[src/rtl/uart_pkg.sv]
// Shared definitions for the buffered UART transmitter: serializer states,
// status-word bit positions and default register addresses.
package uart_pkg;

  typedef enum logic [1:0] {
    ST_IDLE  = 2'd0,
    ST_START = 2'd1,
    ST_DATA  = 2'd2,
    ST_STOP  = 2'd3
  } tx_state_e;

  localparam int STAT_BUSY     = 0;
  localparam int STAT_FULL     = 1;
  localparam int STAT_EMPTY    = 2;
  localparam int STAT_OVF      = 3;
  localparam int STAT_CNT_LSB  = 8;
  localparam int STAT_DROP_LSB = 16;

  localparam logic [31:0] DEF_ADDR_DATA = 32'h0000_01f0;
  localparam logic [31:0] DEF_ADDR_STAT = 32'h0000_01f4;

endpackage

[src/rtl/uart_byte_fifo.sv]
// Byte FIFO for the UART transmitter. Pointers carry one extra wrap bit so
// full and empty are distinguished by count = wptr - rptr.
module uart_byte_fifo #(
  parameter int DEPTH = 16,
  localparam int AW   = $clog2(DEPTH)
) (
  input  logic        clk,
  input  logic        reset,
  input  logic        push,
  input  logic [7:0]  din,
  input  logic        pop,
  output logic [7:0]  dout,
  output logic        full,
  output logic        empty,
  output logic [AW:0] count
);

  typedef logic [AW:0] ptr_t;

  logic [7:0] mem [DEPTH];
  ptr_t       wptr_q, wptr_d;
  ptr_t       rptr_q, rptr_d;
  logic       push_ok;
  logic       pop_ok;

  assign count = wptr_q - rptr_q;
  assign full  = (count == ptr_t'(DEPTH));
  assign empty = (wptr_q == rptr_q);
  assign dout  = mem[rptr_q[AW-1:0]];

  // A push into a full FIFO is still taken when a pop frees a slot that cycle.
  assign push_ok = push && (!full || pop);
  assign pop_ok  = pop && !empty;

  // Next-pointer arithmetic; pointers wrap naturally through the extra bit.
  always_comb begin
    // NOTE: every output of a combinational block gets a default first, so no path leaves it unassigned and no latch is inferred.
    wptr_d = wptr_q;
    rptr_d = rptr_q;
    if (push_ok) wptr_d = wptr_q + ptr_t'(1);
    if (pop_ok)  rptr_d = rptr_q + ptr_t'(1);
  end

  // Pointer registers; reset empties the FIFO.
  always_ff @(posedge clk) begin
    // NOTE: sequential state uses non-blocking assignments so every flop samples pre-edge values regardless of block order.
    if (reset) begin
      wptr_q <= '0;
      rptr_q <= '0;
    end else begin
      wptr_q <= wptr_d;
      rptr_q <= rptr_d;
    end
  end

  // Storage write port.
  always_ff @(posedge clk) begin
    // NOTE: the storage array is deliberately not reset; stale entries are unreachable once the pointers clear.
    if (push_ok) mem[wptr_q[AW-1:0]] <= din;
  end

endmodule

[src/rtl/uart_tx_buffered.sv]
// Memory-mapped buffered 8N1 UART transmitter. Byte stores to ADDR_DATA fill
// a FIFO that the serializer drains onto uart_tx; ADDR_STAT returns a status
// word. The SoC integration gates the D-cache write enable on either address.
// Optional build macro: UART_TX_DROPCNT_EN adds an 8-bit saturating count of
// discarded pushes at status [23:16].
module uart_tx_buffered
  import uart_pkg::*;
#(
  parameter int          CLK_FREQ  = 100000000,
  parameter int          BAUD      = 115200,
  parameter int          DEPTH     = 16,
  parameter logic [31:0] ADDR_DATA = DEF_ADDR_DATA,
  parameter logic [31:0] ADDR_STAT = DEF_ADDR_STAT
) (
  input  logic        clk,
  input  logic        reset,
  input  logic [31:0] add,
  input  logic [3:0]  wen,
  input  logic [31:0] wdata,
  output logic [31:0] rdata,
  output logic        sel,
  output logic        uart_tx,
  output logic        busy
);

  localparam int DIV = CLK_FREQ / BAUD;
  localparam int BW  = $clog2(DIV);
  localparam int AW  = $clog2(DEPTH);
  localparam int CW  = AW + 1;

  logic          hit_data, hit_stat;
  logic          push, push_ok, pop, drop;
  logic [7:0]    fifo_dout;
  logic          fifo_full, fifo_empty;
  logic [CW-1:0] fifo_count, count_d;
  logic [7:0]    drop_cnt;
  logic [31:0]   stat;
  logic          unused_wdata;

  tx_state_e     state_q, state_d;
  logic [BW-1:0] baud_q, baud_d;
  logic [2:0]    bit_q, bit_d;
  logic [7:0]    shreg_q, shreg_d;
  logic          tx_q, tx_d;
  logic          busy_q, busy_d;
  logic          ovf_q, ovf_d;
  logic          sel_q, sel_d;
  logic [31:0]   rdata_q, rdata_d;

  assign hit_data     = (add == ADDR_DATA);
  assign hit_stat     = (add == ADDR_STAT);
  assign push         = hit_data && (|wen);
  assign push_ok      = push && (!fifo_full || pop);
  assign drop         = push && fifo_full && !pop;
  assign unused_wdata = ^wdata[31:8];

  uart_byte_fifo #(.DEPTH(DEPTH)) u_fifo (
    .clk   (clk),
    .reset (reset),
    .push  (push),
    .din   (wdata[7:0]),
    .pop   (pop),
    .dout  (fifo_dout),
    .full  (fifo_full),
    .empty (fifo_empty),
    .count (fifo_count)
  );

`ifdef UART_TX_DROPCNT_EN
  logic [7:0] drop_cnt_q, drop_cnt_d;

  // Saturating count of discarded pushes, cleared only by reset.
  always_comb begin
    drop_cnt_d = drop_cnt_q;
    if (drop && (drop_cnt_q != 8'hff)) drop_cnt_d = drop_cnt_q + 8'd1;
  end

  // Drop counter register.
  always_ff @(posedge clk) begin
    if (reset) drop_cnt_q <= '0;
    else       drop_cnt_q <= drop_cnt_d;
  end

  assign drop_cnt = drop_cnt_q;
`else
  assign drop_cnt = 8'h00;
`endif

  // Serializer next state: start bit, 8 data bits LSB first, stop bit.
  always_comb begin
    state_d = state_q;
    baud_d  = baud_q + BW'(1);
    bit_d   = bit_q;
    shreg_d = shreg_q;
    tx_d    = tx_q;
    pop     = 1'b0;
    unique case (state_q)
      ST_IDLE: begin
        baud_d = '0;
        tx_d   = 1'b1;
        if (!fifo_empty) begin
          pop     = 1'b1;
          shreg_d = fifo_dout;
          state_d = ST_START;
          tx_d    = 1'b0;
        end
      end
      ST_START: begin
        if (baud_q == BW'(DIV - 1)) begin
          state_d = ST_DATA;
          baud_d  = '0;
          bit_d   = 3'd0;
          tx_d    = shreg_q[0];
        end
      end
      ST_DATA: begin
        if (baud_q == BW'(DIV - 1)) begin
          baud_d = '0;
          if (bit_q == 3'd7) begin
            state_d = ST_STOP;
            tx_d    = 1'b1;
          end else begin
            bit_d   = bit_q + 3'd1;
            shreg_d = shreg_q >> 1;
            tx_d    = shreg_q[1];
          end
        end
      end
      ST_STOP: begin
        if (baud_q == BW'(DIV - 1)) begin
          state_d = ST_IDLE;
          baud_d  = '0;
        end
      end
      default: begin
        state_d = ST_IDLE;
        baud_d  = '0;
        tx_d    = 1'b1;
      end
    endcase
  end

  // Busy and sticky overflow as they will stand after this edge.
  always_comb begin
    count_d = fifo_count + CW'(push_ok) - CW'(pop);
    busy_d  = (state_d != ST_IDLE) || (count_d != '0);
    ovf_d   = ovf_q | drop;
  end

  // Status word and bus read path, sampled from pre-edge state.
  always_comb begin
    stat                         = '0;
    stat[STAT_BUSY]              = busy_q;
    stat[STAT_FULL]              = fifo_full;
    stat[STAT_EMPTY]             = fifo_empty;
    stat[STAT_OVF]               = ovf_q;
    stat[STAT_CNT_LSB +: 8]      = 8'(fifo_count);
    stat[STAT_DROP_LSB +: 8]     = drop_cnt;
    sel_d                        = hit_data || hit_stat;
    rdata_d                      = hit_stat ? stat : 32'h0;
  end

  // Serializer, status and bus registers; reset aborts any frame in flight.
  always_ff @(posedge clk) begin
    if (reset) begin
      state_q <= ST_IDLE;
      baud_q  <= '0;
      bit_q   <= '0;
      shreg_q <= '0;
      tx_q    <= 1'b1;
      busy_q  <= 1'b0;
      ovf_q   <= 1'b0;
      sel_q   <= 1'b0;
      rdata_q <= '0;
    end else begin
      state_q <= state_d;
      baud_q  <= baud_d;
      bit_q   <= bit_d;
      shreg_q <= shreg_d;
      tx_q    <= tx_d;
      busy_q  <= busy_d;
      ovf_q   <= ovf_d;
      sel_q   <= sel_d;
      rdata_q <= rdata_d;
    end
  end

  assign uart_tx = tx_q;
  assign busy    = busy_q;
  assign sel     = sel_q;
  assign rdata   = rdata_q;

endmodule

[config.mk]
export PLATFORM = sky130hd
export DESIGN_NAME = uart_tx_buffered
export DESIGN_NICKNAME = d
export VERILOG_FILES = /design/src/rtl/uart_pkg.sv /design/src/rtl/uart_byte_fifo.sv /design/src/rtl/uart_tx_buffered.sv
export SDC_FILE = /design/constraint.sdc
export NUM_CORES = 1
export LEC_CHECK = 0
export CORE_MARGIN = 2
export CORE_UTILIZATION = 30
export DETAILED_ROUTE_END_ITERATION = 10
export PLACE_DENSITY_LB_ADDON = 0.05
export RECOVER_POWER = 50
export SKIP_CTS_REPAIR_TIMING = 1
export SYNTH_ARGS = -nofsm -noshare
export SYNTH_HDL_FRONTEND = slang
export SYNTH_SLANG_ARGS = --single-unit
[constraint.sdc]
create_clock -name clk -period 5.62 [get_ports clk]
set_input_delay 1.124 -clock clk [delete_from_list [all_inputs] [get_ports clk]]
set_output_delay 1.124 -clock clk [all_outputs]
set_load 0.05 [all_outputs]
Word level (Yosys, flattened, before mapping) --
Memories as Yosys holds them, arrays and structs flattened. A register that Yosys moved wholly into a read port is not among the register bits. Cells that the tools add are included.
Storage, ports and cells: memories kept 1, output and inout bits 35, input bits 70, register bits after elaboration 69, memory bits (writable) 128
Memory list:
- u_fifo.mem | depth 16, bits a word 8, rd ports 1, clocked after memory_dff 1, wr ports 1, RTL line uart_byte_fifo.sv:20 | logic [7:0] mem [DEPTH];
Operators by class: equality and inequality tests 13, muxes and demuxes 27, bitwise operators 2, $add $sub $neg 7, reductions and logical operators 23
Operators by type and width (number):
- == test 32 x 9 -> 1 bit, second input constant | 2
- 2-to-1 mux 8 bit | 3
- case mux 10 bit (2 select lines) | 1
- case mux 8 bit (2 select lines) | 1
- adder 10 x 1 -> 10 bit, second input constant | 1
- adder 5 x 1 -> 5 bit, second input constant | 2
- == test 10 bit, second input constant | 1
- 2-to-1 mux 10 bit | 1
- 2-to-1 mux 2 bit | 5
- 2-to-1 mux 3 bit | 3
- 2-to-1 mux 1 bit | 8
- 2-to-1 mux 4 bit | 2
- != test 2 bit, second input constant | 4
- case mux 2 bit (4 select lines) | 1
- AND reduction 4 bit | 2
- case mux 3 bit (2 select lines) | 1
- nonzero test 2 bit | 3
- adder 5 x 1 -> 5 bit | 1
- == test 5 bit | 1
- == test 5 bit, second input constant | 1
- logical AND 1 bit | 5
- nonzero test 5 bit | 1
- subtractor 5 x 1 -> 5 bit | 1
- subtractor 5 bit | 1
- other kinds (15) | 20

Longest topological paths before layout --
depth after elaboration 9, mapped depth 18

Cells and area by module --
From an unflattened synthesis, not the netlist that was laid out.
Second synthesis, totals: cell total of the unflattened synthesis 505, area total of the unflattened synthesis 7846.3 sq um
Modules (own cells, without submodules):
- uart_byte_fifo | times used 1, cells each 288, seq. area each 4124.0 sq um, area each 5825.6 sq um
- uart_tx_buffered | times used 1, cells each 217, seq. area each 720.7 sq um, area each 2020.7 sq um

Worst setup path before layout --
Ideal clock, no wire load.
path kind register to register, start point register u_fifo.wptr_q[0], end point register busy_q (netlist: busy), buffers on the path 1, slack 1.878 ns, required time 5.477 ns, cell stages (with the launch flop) 19, data arrival time 3.600 ns, library setup time 0.143 ns, cell sequence dfxtp_1 -> inv_1 -> ha_1 -> inv_1 -> fa_1 -> xnor2_1 -> ha_1 -> nand3_1 -> or4_4 -> and2_4 -> buf_6 -> ha_1 -> fa_1 -> a21oi_1 -> nor2_1 -> nor2_1 -> xnor2_1 -> xnor2_1 -> a41oi_1
Between the ends: cells in the longest elaborated chain, start to end 9
Ends and longest elaborated chain:
- start, declared | RTL line uart_byte_fifo.sv:21 | ptr_t wptr_q, wptr_d;
- start signal, assigned | RTL line uart_byte_fifo.sv:51 | wptr_q <= wptr_d;
- subtractor 5 bit / == test 5 bit (equally long branches) | RTL line uart_byte_fifo.sv:26, uart_byte_fifo.sv:28
- == test 5 bit / 2-to-1 mux 1 bit (equally long branches) | RTL line uart_byte_fifo.sv:27, uart_tx_buffered.sv:101
- logical NOT 1 bit / 2-to-1 mux 1 bit (equally long branches) | RTL line uart_tx_buffered.sv:53, uart_tx_buffered.sv:97
- logical OR 1 bit (*) | RTL line uart_tx_buffered.sv:53 | assign push_ok = push && (!fifo_full || pop);
- logical AND 1 bit (*) | RTL line uart_tx_buffered.sv:53
- via push_ok | RTL line uart_tx_buffered.sv:32 | logic push, push_ok, pop, drop;
- adder 5 x 1 -> 5 bit (*) | RTL line uart_tx_buffered.sv:145 | count_d = fifo_count + CW'(push_ok) - CW'(pop);
- subtractor 5 x 1 -> 5 bit (*) | RTL line uart_tx_buffered.sv:145
- nonzero test 5 bit (*) | RTL line uart_tx_buffered.sv:146 | busy_d = (state_d != ST_IDLE) || (count_d != '0);
- logical OR 1 bit (*) | RTL line uart_tx_buffered.sv:146
- end signal, assigned | RTL line uart_tx_buffered.sv:181 | busy_q <= busy_d;
- end, declared | RTL line uart_tx_buffered.sv:45 | logic busy_q, busy_d;
The timed path passes the listed nets; every way through them passes the cells marked *. A chain may end at the register's enable or synchronous reset.

Worst setup path in the final report --
start point register u_fifo.wptr_q[0], end point register busy_q (netlist: busy)
Between the ends: cells in the longest elaborated chain, start to end 9
Ends and longest elaborated chain (RTL line):
- subtractor 5 bit / == test 5 bit (equally long branches) | uart_byte_fifo.sv:26, uart_byte_fifo.sv:28
- == test 5 bit / 2-to-1 mux 1 bit (equally long branches) | uart_byte_fifo.sv:27, uart_tx_buffered.sv:101
- logical NOT 1 bit / 2-to-1 mux 1 bit (equally long branches) | uart_tx_buffered.sv:53, uart_tx_buffered.sv:97
- logical OR 1 bit | uart_tx_buffered.sv:53
- logical AND 1 bit | uart_tx_buffered.sv:53
- adder 5 x 1 -> 5 bit | uart_tx_buffered.sv:145
- subtractor 5 x 1 -> 5 bit | uart_tx_buffered.sv:145
- nonzero test 5 bit | uart_tx_buffered.sv:146
- logical OR 1 bit (*) | uart_tx_buffered.sv:146
Mark *: on every way between the ends. The rest lies on a longest branch, timed or not.

==> results.cfg <==
[sta]
finalSetupViolCount = 0
finalCriticalPeriod_ns = 4.23
rsz0062_at_grt = false
max-slew-margin-rel_pct = -88.6
drv_slew = 32
max_freq_mhz = 237
fin_crit_sh_pct = 75.2
setup_tns_ns = 0
hold_viol_final = 0
setup_ws_ns = 1.39
finClkSkew_ns = 0.0119
worstMarginPinSlew_ns = 2.83

[setup_path]
crit_fanout = 6
crit_path_end_kind = register
critPathRequiredTime_ns = 5.90
cp.arrival_ns = 4.51
rr_worst_depth = 14
worst-setup-path-type = register to register
crit_path_start_kind = register

[place]
io_buffers = 57
pre_cts_slack_ns = 1.06
place_congestion = 0.703
dp_hpwl_um = 11400

[grt]
track_usage_pct = 13.4
grt_pass1_wl_um = 25900
grt_antenna_before_repair = 0
grt_remaining_overflow = 0
grt_pass1_vias = 4376
grt_max_degree = 32

[detailed_routing]
totalWireLength_um = 16900
drtPass1Iterations = 4
routedWlPerCell_um = 18.2
remaining_drc_errors = 0
drtIter0Drc = 250
ant_nets = 0
vias = 4283
vias_per_cell = 4.62

[job]
drv_cap = 1

[min_path]
hold_depth = 1
hold_class = register to register

[synthesis]
ys_ff_latch = 178
yosys.area.top_type = edfxtp_1
yosysMostFrequentCell = edfxtp_1
ys_seq_area_share_pct = 64.1
synth_edf_count = 128
syn_area_um2 = 7560
synth_top_area_share_pct = 50.9
avgSynthCellArea_um2 = 14.6
ys_types = 51
synth_warnings = 0
yosys-top-cells-count = edfxtp_1 (128), nor2_1 (61), dfxtp_1 (50)
postSynthCellCount = 516
synthTopCellsByArea = edfxtp_1 (51%), dfxtp_1 (13%), mux4_2 (9.8%), ha_1 (3.6%), nor2_1 (3.0%)
synth-main-ff-cell = edfxtp_1
async_flop_share_pct = 0

[run_status]
violations = capacitance limit, slew limit
status = complete, but fails checks

[floorplan]
die_w_um = 163
row_count = 58
initial_core_util_pct = 30.3
die_area_um2 = 26500
die_h_um = 163
coreArea_um2 = 25000
ios = 105

[final_layout]
fin_util_pct = 36.3
nets = 679
regArea_um2 = 4850
fillers = 2409
area_growth_syn_to_layout_pct = 19.9
layout-drive-gt1-share_pct = 14.7
multiInputGateArea_um2 = 2480
insertedDiodeCount = 0

[cts]
htree_levels = 4
root_buffer = clkbuf_16
clock-sinks = 178
clockBufferDepth = 2
cts_buffers = 17
cts_tree = done
clk_pin_slew_worst_paths_ns = 0.07
insertion_delay_ns = 0.42

[power]
power_density_nw_per_um2 = 331
max-vdd-ir-drop_mv = 0.163
leakagePower_nw = 2.97
## through the flow
stage          total power (W)  hold WS, ns  area [um2]  cells
2_1_floorplan          0.00171        0.426        7640    538
3_3_place_gp           0.00180        0.446        8470    896
3_5_place_dp           0.00181        0.451        8470    896
4_1_cts                0.00304        0.469        9070    927
5_1_grt                0.00312        0.497        9060    927
6_report               0.00300        0.462        9060    927
## state kept, by name (all words and copies together) (netlist names), named ones only
signal and cells:
rdata 9, ovf_q 1, state_q 2, bit_q 3, u_fifo.wptr_q 5, u_fifo.rptr_q 5
uart_tx 1, u_fifo.mem 128, sel 1, baud_q 10, shreg_q 8, busy 1
## layout by cell type (no fill, tap or decap), types with 3 or more instances in the layout
| cell | instances |
|---|---|
| inv_1 | 13 |
| dlygate4sd3_1 | 10 |
| nand2b_1 | 4 |
| nor4_1 | 9 |
| conb_1 | 23 |
| bufinv_16 | 3 |
| dfxtp_1 | 48 |
| nand3_1 | 8 |
| edfxtp_1 | 128 |
| nor3_1 | 16 |
| ha_1 | 22 |
| a21oi_1 | 20 |
| clkdlybuf4s50_1 | 47 |
| nand2_1 | 11 |
| inv_6 | 5 |
| mux4_2 | 33 |
| o21ai_0 | 4 |
| a21o_1 | 3 |
| and4_1 | 3 |
| nor2_1 | 61 |
| clkbuf_16 | 17 |
| nand4_1 | 9 |
| and3_1 | 5 |
| a211oi_1 | 8 |
| buf_4 | 13 |
| xnor2_1 | 11 |
| nor2b_1 | 3 |
| a22oi_1 | 14 |
| xor2_1 | 10 |
## kinds of logic after synthesis
family,Yosys count,share of synthesized area [%]
DFF,178,64.1
and+or+nand+nor,143,9.68
AOI/OAI and AO/OA,57,5.02
buffers and inverters,56,4.15
muxes,34,9.97
adders and majority gates,24,4.17
xor gates and xnor gates,23,2.86
other,1,0.0496
## final timing paths
path               startpoint   endpoint  slack, ns
max          u_fifo.wptr_q[0]       busy       1.39
min                 baud_q[0]  baud_q[0]       0.46
max reg2reg  u_fifo.wptr_q[0]       busy       1.39
min reg2reg         baud_q[0]  baud_q[0]       0.46
## routing by layer
| layer | global-route usage (%) | vias to the layer above | wire length, um | share of wire, % |
|---|---|---|---|---|
| li1 | - | 2047 | - | - |
| met1 | 18.6 | 2158 | 8130 | 48 |
| met2 | 21.4 | 66 | 8080 | 48 |
| met3 | 2.93 | 12 | 521 | 3.1 |
| met4 | 3.14 | 0 | 144 | 0.85 |
| met5 | 0 | - | 0 | 0 |
## critical path: stages, from the launching register on
cell,delay (ns)
dfxtp_1,0.37
inv_1,0.16
ha_1,0.18
inv_1,0.05
fa_1,0.40
xnor2_1,0.36
ha_1,0.21
nand3_1,0.14
or4_4,0.47
and2_4,0.22
ha_1,0.24
fa_1,0.41
xor2_1,0.16
nor4_1,0.51
a41oi_1,0.18
## cell type report
cell class	count	area share [%]
Sequential cell	178	53.5
Multi-Input combinational cell	304	27.4
Timing Repair Buffer	71	7.41
Clock buffer	17	4.69
Tap cell	330	4.56
Clock inverter	14	1.93
Inverter	13	0.538
## where the power goes
group | internal, W | leakage (nW) | total, W | switching (W)
clock network | 0.000705 | 0.290 | 0.00122 | 0.000519
registers | 0.00143 | 1.55 | 0.00144 | 0.0000172
logic | 0.000126 | 1.13 | 0.000330 | 0.000204
total | 0.00226 | 2.97 | 0.00300 | 0.000740
No activity file was read; power rests on OpenSTA's default activity.
